### src/rtl/cfg_chain_sequencer_if.sv
// Bitstream beat stream into the configuration sequencer: data/valid from the
// source, ready back from the sequencer.
interface cfg_chain_sequencer_if #(
  parameter int NUM_CHAINS = 4
);
  logic [NUM_CHAINS-1:0] bs_data;
  logic                  bs_valid;
  logic                  bs_ready;

  modport master (output bs_data, output bs_valid, input bs_ready);
  modport slave  (input bs_data, input bs_valid, output bs_ready);
endinterface

### src/rtl/cfg_chain_sequencer.sv
// Fabric configuration sequencer: pReset pulse, then streams CHAIN_LEN beats into
// NUM_CHAINS parallel config-flop chains. CFG_SEQ_TAIL_CHECK_EN builds the tail check.
module cfg_chain_lane (
  input  logic prog_clk,
  input  logic pReset_n,
  input  logic clr,
  input  logic load,
  input  logic d,
  input  logic chk,
  input  logic tail,
  input  logic err_clr,
  output logic head,
  output logic err
);
  always_ff @(posedge prog_clk or negedge pReset_n)
    if (!pReset_n)  head <= 1'b0;
    else if (clr)   head <= 1'b0;
    else if (load)  head <= d;

`ifdef CFG_SEQ_TAIL_CHECK_EN
  // Chains were cleared by pReset, so anything but 0 falling off the tail is a fault.
  always_ff @(posedge prog_clk or negedge pReset_n)
    if (!pReset_n)           err <= 1'b0;
    else if (clr || err_clr) err <= 1'b0;
    else if (chk && tail)    err <= 1'b1;
`else
  logic unused_lane;
  assign unused_lane = chk ^ tail ^ err_clr;
  assign err = 1'b0;
`endif
endmodule

module cfg_chain_sequencer #(
  parameter int NUM_CHAINS    = 4,
  parameter int CHAIN_LEN     = 1024,
  parameter int PRESET_CYCLES = 8
)(
  input  logic                  prog_clk,
  input  logic                  pReset_n,
  input  logic                  start,
  input  logic                  abort,
  cfg_chain_sequencer_if.slave  bs,
  output logic [NUM_CHAINS-1:0] ccff_head,
  input  logic [NUM_CHAINS-1:0] ccff_tail,
  output logic                  shift_en,
  output logic                  config_enable,
  output logic                  pReset_out,
  output logic                  busy,
  output logic                  done,
  output logic                  error
);
  localparam int CW = $clog2(CHAIN_LEN + 1);
  localparam int PW = $clog2(PRESET_CYCLES + 1);
  localparam logic [CW-1:0] LEN   = CW'(CHAIN_LEN);
  localparam logic [PW-1:0] PLAST = PW'(PRESET_CYCLES - 1);

  typedef enum logic [2:0] {IDLE, PRESET, SHIFT, FINISH, DONE} state_t;

  state_t                state, state_nxt;
  logic [CW-1:0]         count;
  logic [PW-1:0]         pcnt;
  logic                  accept, last_beat, launch;
  logic [NUM_CHAINS-1:0] lane_err;

  assign bs.bs_ready = (state == SHIFT) && (count < LEN);
  assign accept      = bs.bs_ready && bs.bs_valid;
  assign last_beat   = accept && (count == LEN - 1'b1);
  assign launch      = start && ((state == IDLE) || (state == DONE));

  always_ff @(posedge prog_clk or negedge pReset_n)
    if (!pReset_n) state <= IDLE;
    else           state <= state_nxt;

  always_comb begin
    state_nxt     = state;
    pReset_out    = 1'b0;
    config_enable = 1'b0;
    busy          = 1'b0;
    done          = 1'b0;
    case (state)
      IDLE:   if (start) state_nxt = PRESET;
      PRESET: begin
        pReset_out    = 1'b1;
        config_enable = 1'b1;
        busy          = 1'b1;
        if (pcnt == PLAST) state_nxt = SHIFT;
      end
      SHIFT: begin
        config_enable = 1'b1;
        busy          = 1'b1;
        if (last_beat) state_nxt = FINISH;
      end
      // Lets the last shift_en pulse reach the fabric with config_enable still up.
      FINISH: begin
        config_enable = 1'b1;
        busy          = 1'b1;
        state_nxt     = DONE;
      end
      DONE: begin
        done = 1'b1;
        if (start) state_nxt = PRESET;
      end
      default: state_nxt = IDLE;
    endcase
    if (abort) state_nxt = IDLE;
  end

  always_ff @(posedge prog_clk or negedge pReset_n)
    if (!pReset_n) begin
      pcnt     <= '0;
      count    <= '0;
      shift_en <= 1'b0;
    end else if (abort) begin
      pcnt     <= '0;
      count    <= '0;
      shift_en <= 1'b0;
    end else begin
      shift_en <= accept;
      if (launch)                                pcnt <= '0;
      else if (state == PRESET && pcnt != PLAST) pcnt <= pcnt + 1'b1;
      if (state == PRESET) count <= '0;
      else if (accept)     count <= count + 1'b1;
    end

  for (genvar g = 0; g < NUM_CHAINS; g++) begin : g_lane
    cfg_chain_lane u_lane (
      .prog_clk (prog_clk),
      .pReset_n (pReset_n),
      .clr      (abort),
      .load     (accept),
      .d        (bs.bs_data[g]),
      .chk      (shift_en),
      .tail     (ccff_tail[g]),
      .err_clr  (launch),
      .head     (ccff_head[g]),
      .err      (lane_err[g])
    );
  end

  assign error = |lane_err;
endmodule
### src/flat_wrapper.sv
// flat-port wrapper written by rule: the top's interface ports become plain ports
module cfg_chain_sequencer_flat 
#(
  parameter int NUM_CHAINS    = 4,
  parameter int CHAIN_LEN     = 1024,
  parameter int PRESET_CYCLES = 8
)
  (prog_clk, pReset_n, start, abort, ccff_head, ccff_tail, shift_en, config_enable, pReset_out, busy, done, error, bs_bs_data, bs_bs_valid, bs_bs_ready);
  cfg_chain_sequencer_if #(.NUM_CHAINS(NUM_CHAINS)) bs_i ();
  input  logic prog_clk;
  input  logic pReset_n;
  input  logic start;
  input  logic abort;
  output logic [NUM_CHAINS-1:0] ccff_head;
  input  logic [NUM_CHAINS-1:0] ccff_tail;
  output logic shift_en;
  output logic config_enable;
  output logic pReset_out;
  output logic busy;
  output logic done;
  output logic error;
  input wire logic [$bits(bs_i.bs_data)-1:0] bs_bs_data;
  input wire logic [$bits(bs_i.bs_valid)-1:0] bs_bs_valid;
  output wire logic [$bits(bs_i.bs_ready)-1:0] bs_bs_ready;
  assign bs_i.bs_data = bs_bs_data;
  assign bs_i.bs_valid = bs_bs_valid;
  assign bs_bs_ready = bs_i.bs_ready;
  cfg_chain_sequencer #(.NUM_CHAINS(NUM_CHAINS), .CHAIN_LEN(CHAIN_LEN), .PRESET_CYCLES(PRESET_CYCLES)) u_core (.prog_clk(prog_clk), .pReset_n(pReset_n), .start(start), .abort(abort), .bs(bs_i), .ccff_head(ccff_head), .ccff_tail(ccff_tail), .shift_en(shift_en), .config_enable(config_enable), .pReset_out(pReset_out), .busy(busy), .done(done), .error(error));
endmodule
### config.mk
export PLATFORM = sky130hd
export DESIGN_NAME = cfg_chain_sequencer_flat
export DESIGN_NICKNAME = d
export VERILOG_FILES = /design/src/rtl/cfg_chain_sequencer_if.sv /design/src/rtl/cfg_chain_sequencer.sv /design/src/flat_wrapper.sv
export SDC_FILE = /design/constraint.sdc
export NUM_CORES = 1
export LEC_CHECK = 0
export BUFFER_PORTS_ARGS = -buffer_cell sky130_fd_sc_hd__buf_2
export CAP_MARGIN = 20
export CORE_MARGIN = 4
export CORE_UTILIZATION = 49
export CTS_BUF_LIST = sky130_fd_sc_hd__clkbuf_4
export DETAILED_ROUTE_END_ITERATION = 8
export PLACE_DENSITY = 0.75
export SYNTH_ARGS = -nofsm -noshare
export SYNTH_HDL_FRONTEND = slang
export SYNTH_SLANG_ARGS = --single-unit
### constraint.sdc
create_clock -name prog_clk -period 1.9 [get_ports prog_clk]
set_input_delay 0.38 -clock prog_clk [delete_from_list [all_inputs] [get_ports prog_clk]]
set_output_delay 0.38 -clock prog_clk [all_outputs]
set_load 0.03 [all_outputs]
==> out/metrics.cfg, run 1 <==
[clocking]
cts_buffers = 3
cts_tree = built
ctsHtreeMaxLevel = 1
path_clk_slew_ns = 0.13
cts_buffer_depth = 2
clkLatencyLatePin_ns = 0.32
postCtsHoldBufs = 0
cts.sinks = 23
cts_root_buf = clkbuf_4

[placed_design]
dp.cells = 178
postPlaceCellArea_um2 = 1360
place.gp.congestion = 0.742
io_buffers = 18
dpl_worst_slack_ns = 0.102
hpwl_um = 1900

[final_layout]
diodes = 0
final_nets = 174
area_growth_pct = 16.4
stdcell_count = 188
fin_util = 0.596
drive_gt1_frac = 0.272
stdcell_area_um2 = 1460

[synth]
async_flop_share = 1.00
synthDistinctLibCells = 31
synth_edf_count = 0
synth_seq_cells = 23
synth_top_area_cell = dfrtp_1
synth.top_cell.area_share = 0.458
syn_inst = 135
ys.flop_type = dfrtp_1
synth-seq-area-share = 0.458
synth_warnings = 0
synthTopCellsByArea = dfrtp_1 (46%), a21oi_1 (6.8%), nand3_1 (5.2%), buf_4 (4.2%), o21ai_0 (4.0%)
syn_avg_cell_area_um2 = 9.31
syn_area_um2 = 1260
syn_nets = 150

[route]
vias = 1090
drc = 0
wl_um = 2680
dr.pass1.iters = 4
viasPerCell = 5.80
drtIter0Drc = 46
wire_per_inst_um = 14.3
ant_nets = 0

[timing]
skew_ns = 0.0105
fin_crit_ns = 1.88
rsz0062_at_grt = true
max_freq_ghz = 0.532
finalHoldViolCount = 0
min_period_over_period = 0.989
worst_pin_slew_ns = 0.521
timing.final.ws_setup_ns = 0.0210
maxSlewHeadroom = 0.653
drv_slew = 0
setup_violations = 0

[floorplan]
die_w_um = 58.6
start_util = 0.512
core_um2 = 2450
io_pins = 24
rows = 18
die_h_um = 58.6
die_area_um2 = 3440

[pwr]
power.switching_mw = 0.326
power_mw = 1.02
power.density_nw_per_um2 = 697
swShare = 0.320
power_frac_seq = 0.504
combPwrFrac = 0.272
power_leakage_nw = 0.639
irDropWorstVdd_v = 0.000589
p_int_mw = 0.694
pwr-share-clk = 0.224

[critical_path]
slowest_stage = or4b_4
critPathCaptureType = output pin
critPathRequiredTime_ns = 1.52
cp_num_buf_inv = 2
path_class = reg2out
max_stage_delay_ns = 0.55
path_cells = or4b_4 > inv_2 > buf_6
crit_arrival_ns = 1.50
start_kind = register
path_delay_family = simple AND/OR/NAND/NOR gates
crit_fanout = 2

[outcome]
status = completed

[global_routing]
grt_pass1_vias = 1030
grt_pass1_wl_um = 4640
grt_max_degree = 24
grt-ovfl-total = 0
grt_usage = 0.176
antenna_found_initial = 0

[flow_run]
max_cap_violations = 0

[worst_hold_path]
hp-class = in2async

placed cells by master, fill, tap and decap left out, types with 2 or more instances in the layout:
cell type / synthesis / routed
a21oi_1: 17 / 15
a21oi_2: 0 / 2
buf_2: 0 / 16
buf_4: 7 / 11
buf_6: 1 / 4
clkbuf_4: 0 / 3
dfrtp_1: 23 / 23
ha_1: 2 / 2
inv_1: 6 / 4
inv_2: 0 / 2
mux2i_1: 3 / 3
nand2_1: 4 / 4
nand2b_1: 2 / 2
nand3_1: 13 / 13
nand3b_1: 3 / 3
nand4_1: 3 / 3
nor2_1: 4 / 3
nor3_1: 2 / 2
nor4_1: 4 / 4
o21ai_0: 10 / 10
o31ai_1: 4 / 4
or3_1: 6 / 6
or4_1: 6 / 6
state kept, by name, summed over array words and instances, names as in the netlist:
| register | flops |
|---|---|
| u_core.count | 11 |
| u_core.g_lane.u_lane.head | 4 |
| u_core.pcnt | 4 |
| u_core.shift_en | 1 |
| u_core.state | 3 |
power groups by stage:
stage | registers, mW | logic (mW) | clock network [mW]
after floorplan | 0.525 | 0.171 | 0
after global placement | 0.522 | 0.235 | 0
after detailed placement | 0.523 | 0.241 | 0
after CTS | 0.514 | 0.259 | 0.234
after global routing | 0.517 | 0.303 | 0.263
final | 0.514 | 0.277 | 0.228
path summary, 6_finish.rpt:
path                       cells after the start                                      from                                  endpoint  slack (ns)
min in group prog_clk                          3                             bs_bs_data[3]  u_core.g_lane[3].u_lane.head$_DFFE_PN0P_        0.31
min reg2reg                                    2  u_core.g_lane[3].u_lane.head$_DFFE_PN0P_  u_core.g_lane[3].u_lane.head$_DFFE_PN0P_        0.55
min                                            1                                  pReset_n              u_core.count[10]$_DFFE_PN0P_        0.02
max                                            3               u_core.state[2]$_DFFE_PN0P_                               bs_bs_ready        0.02
max in group asynchronous                      1                                  pReset_n               u_core.state[1]$_DFFE_PN0P_        1.53
max reg2reg                                    4               u_core.state[2]$_DFFE_PN0P_               u_core.count[5]$_DFFE_PN0P_        0.03
timing repair:
item	CTS	global route
pin swaps	1	2
resized for setup	7	5
buffers inserted	1	5
hold endpoints to repair	0	0
endpoints found under the setup margin	2	12
Yosys cell counts (all sizes together), types with 2 or more instances:
| cell | n |
|---|---|
| dfrtp | 23 |
| a21oi | 17 |
| nand3 | 13 |
| o21ai | 10 |
| buf | 8 |
| inv | 6 |
| or3 | 6 |
| or4 | 6 |
| clkbuf | 4 |
| nand2 | 4 |
| nor2 | 4 |
| nor4 | 4 |
| o31ai | 4 |
| mux2i | 3 |
| nand3b | 3 |
| nand4 | 3 |
| ha | 2 |
| nand2b | 2 |
| nor3 | 2 |
cell families (layout without fill, tap and decap cells):
family / count (synthesis) / count (layout) / synth area share
and+or+nand+nor: 54 / 54 / 0.262
other: 1 / 1 / 0.00299
xor gates and xnor gates: 1 / 1 / 0.00697
DFF: 23 / 23 / 0.458
muxes: 3 / 3 / 0.0239
AOI/OAI and AO/OA: 33 / 33 / 0.145
adders and majority gates: 2 / 2 / 0.0199
buffers and inverters: 18 / 41 / 0.0807
routing by layer:
metal / routed length (µm) / track usage
met5: 0 / 0
met4: 29 / 0.0583
met3: 95 / 0.0351
met2: 1330 / 0.281
met1: 1220 / 0.240
through the flow:
step | hold slack (ns) | TNS, ns
after global placement | 0.385 | 0
after global routing | 0.0268 | -0.216
after CTS | 0.0335 | 0
after detailed placement | 0.390 | 0
final | 0.0160 | 0
after floorplan | 0.0844 | 0
worst reg2reg max path: cells and delay by family, from the launching register on:
family / cells / cell delay, ns
and+or+nand+nor: 2 / 1.07
DFF: 1 / 0.42
buffers and inverters: 1 / 0.17
AOI/OAI and AO/OA: 1 / 0.15
area by class of cell:
class / instances / area [µm²]
clock buffers: 3 / 22.5
clock inverters: 1 / 5.00
fillers: 226 / 992
inverters: 6 / 22.5
multi-input cells: 94 / 592
flip-flops and latches: 23 / 576
well taps: 30 / 37.5
repair buffers: 31 / 208
No activity file was read; power rests on OpenSTA's default activity.
==> inputs of run 2 (changes only) <==
ABC_AREA = 1   (was default)
PLACE_DENSITY = 0.74   (was 0.75)
==> run 2 against run 1 <==
Against the previous run: power up 48%; hold slack improved by 0.0083 ns; utilization shrank 5.0 points; sequential share of layout area down 1.1 points; cell count increased by 21%; clock power about the same; sequential cell count is the same; combinational power rose by 150%.
==> out/metrics.cfg, run 2 <==
[critical_path]
critPathCaptureType = output pin
path_cells = inv_2 > nand3_2 > inv_1 > buf_2
r2r_slack_ns = 0.43  ; +0.40 ns
path_delay_family = buffers and inverters
start_kind = register
critPathRequiredTime_ns = 1.52  ; about the same
max_stage_delay_ns = 0.44  ; -0.11 ns
crit_arrival_ns = 1.35  ; -0.15 ns
crit_fanout = 4  ; +2
slowest_stage = dfrtp_1
cp_num_buf_inv = 3  ; +1
path_class = reg2out

[pwr]
power_frac_seq = 0.391  ; -0.113
p_int_mw = 0.817  ; +18%
swShare = 0.459  ; +0.139
power.switching_mw = 0.692  ; +110%
power.density_nw_per_um2 = 1000  ; +44%
combPwrFrac = 0.456  ; +0.184
irDropWorstVdd_v = 0.000772  ; +31%
power_leakage_nw = 0.810  ; +27%
pwr-share-clk = 0.152  ; -0.072

[final_layout]
final_common_cell = nand2_1
largest-register = u_core.count
area_growth_pct = 6.83
largestRegisters = u_core.count x11, u_core.g_lane.u_lane.head x4, u_core.pcnt x4
stdcell_area_um2 = 1510  ; +3.0%
final_nets = 213  ; +22%
largest_reg_flops = 11  ; unchanged
layout_common_cells = nand2_1 (49), inv_1 (23), dfrtp_1 (23)
fillers = 257  ; +14%
drive_gt1_frac = 0.254  ; -0.0183
diodes = 0  ; unchanged
fin_util = 0.546  ; -0.0495

[floorplan]
die_w_um = 61.6  ; +5.1%
core_um2 = 2760  ; +12%
rows = 19  ; +1
io_pins = 24  ; unchanged
start_util = 0.511  ; about the same
die_h_um = 61.6  ; +5.1%
die_area_um2 = 3800  ; +11%

[flow_run]
max_cap_violations = 0  ; unchanged

[global_routing]
antenna_found_initial = 0  ; unchanged
grt_max_degree = 24  ; unchanged
grt_usage = 0.166  ; -0.0100
grt_pass1_wl_um = 4750  ; +2.4%
grt-ovfl-total = 0  ; unchanged
grt_pass1_vias = 1106  ; +7.4%

[timing]
min_period_over_period = 0.912  ; -0.0766
setup_violations = 0  ; unchanged
finalHoldViolCount = 0  ; unchanged
drv_slew = 0  ; unchanged
maxSlewHeadroom = 0.649  ; -0.00374
worst_pin_slew_ns = 0.527  ; +0.00562 ns
max_freq_ghz = 0.577  ; +8.4%
rsz0062_at_grt = false
skew_ns = 0.0114  ; +0.000895 ns
fin_crit_ns = 1.73  ; -0.146 ns
tns_ns = 0  ; unchanged

[synth]
yosysMostFrequentCell = nand2_1
synth.top_cell.area_share = 0.408  ; -0.0500
syn_nets = 197  ; +31%
synthDistinctLibCells = 30  ; -3.2%
syn_avg_cell_area_um2 = 7.75  ; -17%
async_flop_share = 1.00  ; unchanged
synth_seq_cells = 23  ; unchanged
synth_edf_count = 0  ; unchanged
syn_area_um2 = 1410  ; +12%
ys.flop_type = dfrtp_1
synth-seq-area-share = 0.408  ; -0.0500
synthTopCellsByCount = nand2_1 (49), dfrtp_1 (23), inv_1 (23), nor2_1 (17), nand3_1 (9)
synth_warnings = 0  ; unchanged
synthTopCellsByArea = dfrtp_1 (41%), nand2_1 (13%), inv_1 (6.1%), nor2_1 (4.5%), nand3_1 (3.2%)
synth_top_area_cell = dfrtp_1
syn_inst = 182  ; +35%

[route]
drc = 0  ; unchanged
wl_um = 2680  ; -0.11%
dr.pass1.iters = 4  ; unchanged
ant_nets = 0  ; unchanged
drtIter0Drc = 23  ; -50%
viasPerCell = 5.12  ; -12%
vias = 1168  ; +7.2%
wire_per_inst_um = 11.7  ; -18%

[clocking]
clkLatencyLatePin_ns = 0.31  ; about the same
path_clk_slew_ns = 0.14  ; about the same
cts_tree = built
postCtsHoldBufs = 0  ; unchanged
cts_root_buf = clkbuf_4
cts.sinks = 23  ; unchanged
cts_buffer_depth = 2  ; unchanged
ctsHtreeMaxLevel = 1  ; unchanged
cts_buffers = 3  ; unchanged

[placed_design]
io_buffers = 18  ; unchanged
postPlaceCellArea_um2 = 1480  ; +8.8%
hpwl_um = 2050  ; +7.5%
place.gp.congestion = 0.848  ; +14%

[outcome]
status = completed

[worst_hold_path]
hp-class = in2async

run 2: cell types whose count changed after synthesis, sizes merged, moves of 6 or more:
cell / previous run / this run
a21oi: 17 / 11
inv: 6 / 28
nand2: 4 / 55
nor2: 4 / 19
or3: 6 / 0
or4: 6 / 0
run 2: layer usage:
layer  routed length (µm)  vias up  part of all wire  GRT usage
met1                 1190      540              0.44      0.208
li1                     -      591                 -          -
met5                    0        -                 0          0
met2                 1350       29              0.51      0.290
met4                   31        0             0.012     0.0545
met3                  104        8             0.039     0.0252
run 2: cell families (layout without fill, tap and decap cells):
| kind of cell | Yosys count | after routing | share of synthesized area |
|---|---|---|---|
| buf+inv | 37 | 52 | 0.130 |
| other cells | 1 | 1 | 0.00266 |
| simple gates | 98 | 98 | 0.349 |
| xor+xnor | 1 | 1 | 0.00621 |
| compound gates | 20 | 20 | 0.0861 |
| flops | 23 | 23 | 0.408 |
| fa+ha+maj | 2 | 2 | 0.0177 |
run 2: worst register-to-register path, stage by stage, from the launching register on:
cell	delay (ns)
dfrtp_1	0.41
ha_1	0.18
nand2_1	0.07
nor2_1	0.21
nand2_1	0.11
nor2_1	0.12
nand2_2	0.06
nand2_2	0.07
nand2_1	0.06
nand2_1	0.05
nand2_1	0.04
run 2: worst paths after layout:
| check | start | endpoint | cells past startpoint |
|---|---|---|---|
| hold / removal | pReset_n | u_core.g_lane[1].u_lane.head$_DFFE_PN0P_ | 1 |
| setup reg to reg | u_core.count[0]$_DFFE_PN0P_ | u_core.state[2]$_DFFE_PN0P_ | 10 |
| min in group prog_clk | bs_bs_data[2] | u_core.g_lane[2].u_lane.head$_DFFE_PN0P_ | 3 |
| setup / recovery | u_core.state[2]$_DFFE_PN0P_ | pReset_out | 4 |
| max in group asynchronous | pReset_n | u_core.count[10]$_DFFE_PN0P_ | 1 |
| hold reg to reg | u_core.g_lane[2].u_lane.head$_DFFE_PN0P_ | u_core.g_lane[2].u_lane.head$_DFFE_PN0P_ | 2 |
run 2: stage by stage:
step                      setup WS [ns]  hold slack [ns]  total power, mW  cells
final                             0.167           0.0243             1.51    228
after CTS                        0.0984           0.0252             1.53    228
after global placement            0.473            0.386             1.26    224
after detailed placement          0.440            0.388             1.29    224
after global routing             0.0319           0.0323             1.63    228
after floorplan                   0.323           0.0844             1.18    182
run 2: layout make-up:
cell class / instances / area [µm²] / share of cell area
repair buffers: 19 / 97.6 / 0.0648
multi-input cells: 122 / 653 / 0.434
flip-flops and latches: 23 / 576 / 0.382
well taps: 31 / 38.8 / 0.0257
inverters: 29 / 114 / 0.0756
clock inverters: 1 / 5.00 / 0.00332
clock buffers: 3 / 22.5 / 0.0150
run 2: timing repair:
action / CTS / global route
setup endpoints to repair: 0 / 1
buffers inserted: 0 / 0
gates resized for setup: 0 / 1
run 2: power by group through the flow:
stage                     Combinational (mW)  Clock [mW]  Sequential, mW
final                                  0.689       0.229           0.591
after global routing                   0.764       0.268           0.599
after CTS                              0.696       0.242           0.588
after detailed placement               0.693           0           0.597
after global placement                 0.671           0           0.592
after floorplan                        0.592           0           0.591
==> inputs of run 3 (changes only) <==
--- a/config.mk
+++ b/config.mk
@@ -12,5 +12,7 @@
 export CORE_UTILIZATION = 49
 export CTS_BUF_LIST = sky130_fd_sc_hd__clkbuf_4
+export CTS_CLUSTER_DIAMETER = 150
 export DETAILED_ROUTE_END_ITERATION = 8
+export HOLD_SLACK_MARGIN = 0.03
 export PLACE_DENSITY = 0.74
 export SYNTH_ARGS = -nofsm -noshare
==> constraint.sdc (replaced) <==
create_clock -name prog_clk -period 1.9 [get_ports prog_clk]
set_input_delay 0.38 -clock prog_clk [delete_from_list [all_inputs] [get_ports prog_clk]]
set_output_delay 0.38 -clock prog_clk [all_outputs]
set_load 0.005 [all_outputs]
==> run 3 against run 2 <==
Against the previous run: combinational power is 18% lower; clock power is 3% higher; sequential share of layout area is 0.19 points lower; cell count is 0.44% higher; sequential power hardly changed; global-route usage is 0.50 points lower; clock skew is 0.0033 ns higher; die area stayed put.
==> out/metrics.cfg, run 3 (synthesized netlist as in run 2, its figures left out) <==
[floorplan]
rows = 19  ; unchanged
io_pins = 24  ; unchanged
core_um2 = 2760  ; unchanged
die_h_um = 61.6  ; unchanged
die_area_um2 = 3800  ; unchanged
start_util = 0.511  ; unchanged
die_w_um = 61.6  ; unchanged

[placed_design]
place.gp.congestion = 0.868  ; +2.3%
io_buffers = 18  ; unchanged
postPlaceCellArea_um2 = 1480  ; unchanged
hpwl_um = 2030  ; -0.87%

[final_layout]
diodes = 0  ; unchanged
stdcell_area_um2 = 1510  ; +0.50%
largest-register = u_core.count
final_common_cell = nand2_1
multi_input_area_um2 = 651  ; -0.38%
seq_area_um2 = 576  ; unchanged
final_nets = 214  ; +0.47%
largest_reg_flops = 11  ; unchanged
layout_common_cells = nand2_1 (49), inv_1 (23), dfrtp_1 (23)
fillers = 266  ; +3.5%
area_growth_pct = 7.36
drive_gt1_frac = 0.247  ; -0.00633
largestRegisters = u_core.count x11, u_core.g_lane.u_lane.head x4, u_core.pcnt x4

[route]
wire_per_inst_um = 11.8  ; +0.87%
drtIter0Drc = 31  ; +35%
drc = 0  ; unchanged
ant_nets = 0  ; unchanged
viasPerCell = 5.06  ; -1.2%
vias = 1159  ; -0.77%
dr.pass1.iters = 4  ; unchanged
wl_um = 2710  ; +1.3%

[critical_path]
startpoint = u_core.state[1]$_DFFE_PN0P_
reg2reg_depth = 10  ; unchanged
path_class = reg2out
r2r_start = u_core.count[0]$_DFFE_PN0P_
crit_arrival_ns = 1.30  ; -0.05 ns
crit_fanout = 4  ; unchanged
critPathCaptureType = output pin
critPathRequiredTime_ns = 1.52  ; about the same
start_kind = register

[timing]
max_freq_ghz = 0.597  ; +3.5%
fin_crit_ns = 1.68  ; -0.0584 ns
drv_slew = 0  ; unchanged
worst_pin_slew_ns = 0.524  ; -0.00327 ns
rsz0062_at_grt = false
setup_violations = 0  ; unchanged
skew_ns = 0.0148  ; +0.00335 ns
tns_ns = 0  ; unchanged
min_period_over_period = 0.882  ; -0.0307
finalHoldViolCount = 0  ; unchanged
hold_slack_ns = 0.235  ; +0.211 ns
maxSlewHeadroom = 0.651  ; +0.00218

[pwr]
power_leakage_nw = 0.814  ; +0.48%
irDropWorstVdd_v = 0.000694  ; -10%
power.density_nw_per_um2 = 916  ; -8.6%
power_mw = 1.39  ; -8.1%

[flow_run]
max_cap_violations = 0  ; unchanged

[clocking]
cts_root_buf = clkbuf_4
ctsResizeCount = 0  ; unchanged
cts_tree = built
cts_buffer_depth = 2  ; unchanged
cts.sinks = 23  ; unchanged
ctsHtreeMaxLevel = 1  ; unchanged
cts_buffers = 3  ; unchanged
clkLatencyLatePin_ns = 0.32  ; about the same
path_clk_slew_ns = 0.14  ; about the same

[global_routing]
antenna_found_initial = 0  ; unchanged
grt-ovfl-total = 0  ; unchanged
grt_max_degree = 24  ; unchanged
grt_usage = 0.161  ; -0.00498
grt_pass1_wl_um = 4580  ; -3.6%
grt_pass1_vias = 1070  ; -3.3%

[worst_hold_path]
hold_depth = 3
hp-class = in2reg
min_from = bs_bs_data[1]

[outcome]
status = completed

[run 3: cell types whose count changed in the layout (fill, tap and decap cells not counted), sizes merged]
| cell | previous run | this run |
|---|---|---|
| dlygate4sd3 | 0 | 1 |
[run 3: per-layer routing]
layer | global-route usage | wire length [µm] | part of all wire | up-vias
li1 | - | - | - | 592
met1 | 0.199 | 1190 | 0.44 | 539
met2 | 0.287 | 1390 | 0.51 | 24
met3 | 0.0210 | 99 | 0.037 | 4
met4 | 0.0545 | 30 | 0.011 | 0
met5 | 0 | 0 | 0 | -
[run 3: cell type report]
cell class              count  share of cell area
clock buffers               3              0.0149
clock inverters             1             0.00331
inverters                  29              0.0752
multi-input cells         122               0.430
flip-flops and latches     23               0.380
well taps                  31              0.0256
repair buffers             20              0.0711
[run 3: repair_timing]
action / CTS / global route
hold endpoints to repair: 4 / 0
hold buffers: 1 / 0
buffers inserted: 0 / 0
[run 3: where the power goes]
part	leakage (nW)	internal (mW)	switching (mW)	total [mW]
combinational	0.479	0.197	0.365	0.562
sequential	0.318	0.538	0.0505	0.588
clock	0.0177	0.0789	0.157	0.236
[run 3: per-stage QoR]
stage | setup slack, ns | cells | utilization
final | 0.225 | 229 | 0.549
after global routing | 0.135 | 229 | 0.549
after CTS | 0.220 | 229 | 0.549
after detailed placement | 0.405 | 224 | 0.535
after global placement | 0.475 | 224 | 0.535
after floorplan | 0.597 | 182 | -
[run 3: critical path, cell delays in order, from the launching register on]
cell     delay (ns)
dfrtp_1        0.45
nor2_1         0.26
inv_1          0.08
nor2_1         0.08
buf_2          0.11
[run 3: path summary, 6_finish.rpt]
check	end	slack, ns
setup / recovery	done	0.22
hold / removal	u_core.g_lane[1].u_lane.head$_DFFE_PN0P_	0.24
setup reg to reg	u_core.state[2]$_DFFE_PN0P_	0.37
hold reg to reg	u_core.g_lane[3].u_lane.head$_DFFE_PN0P_	0.53
max in group asynchronous	u_core.count[0]$_DFFE_PN0P_	1.00
min in group asynchronous	u_core.count[9]$_DFFE_PN0P_	0.54
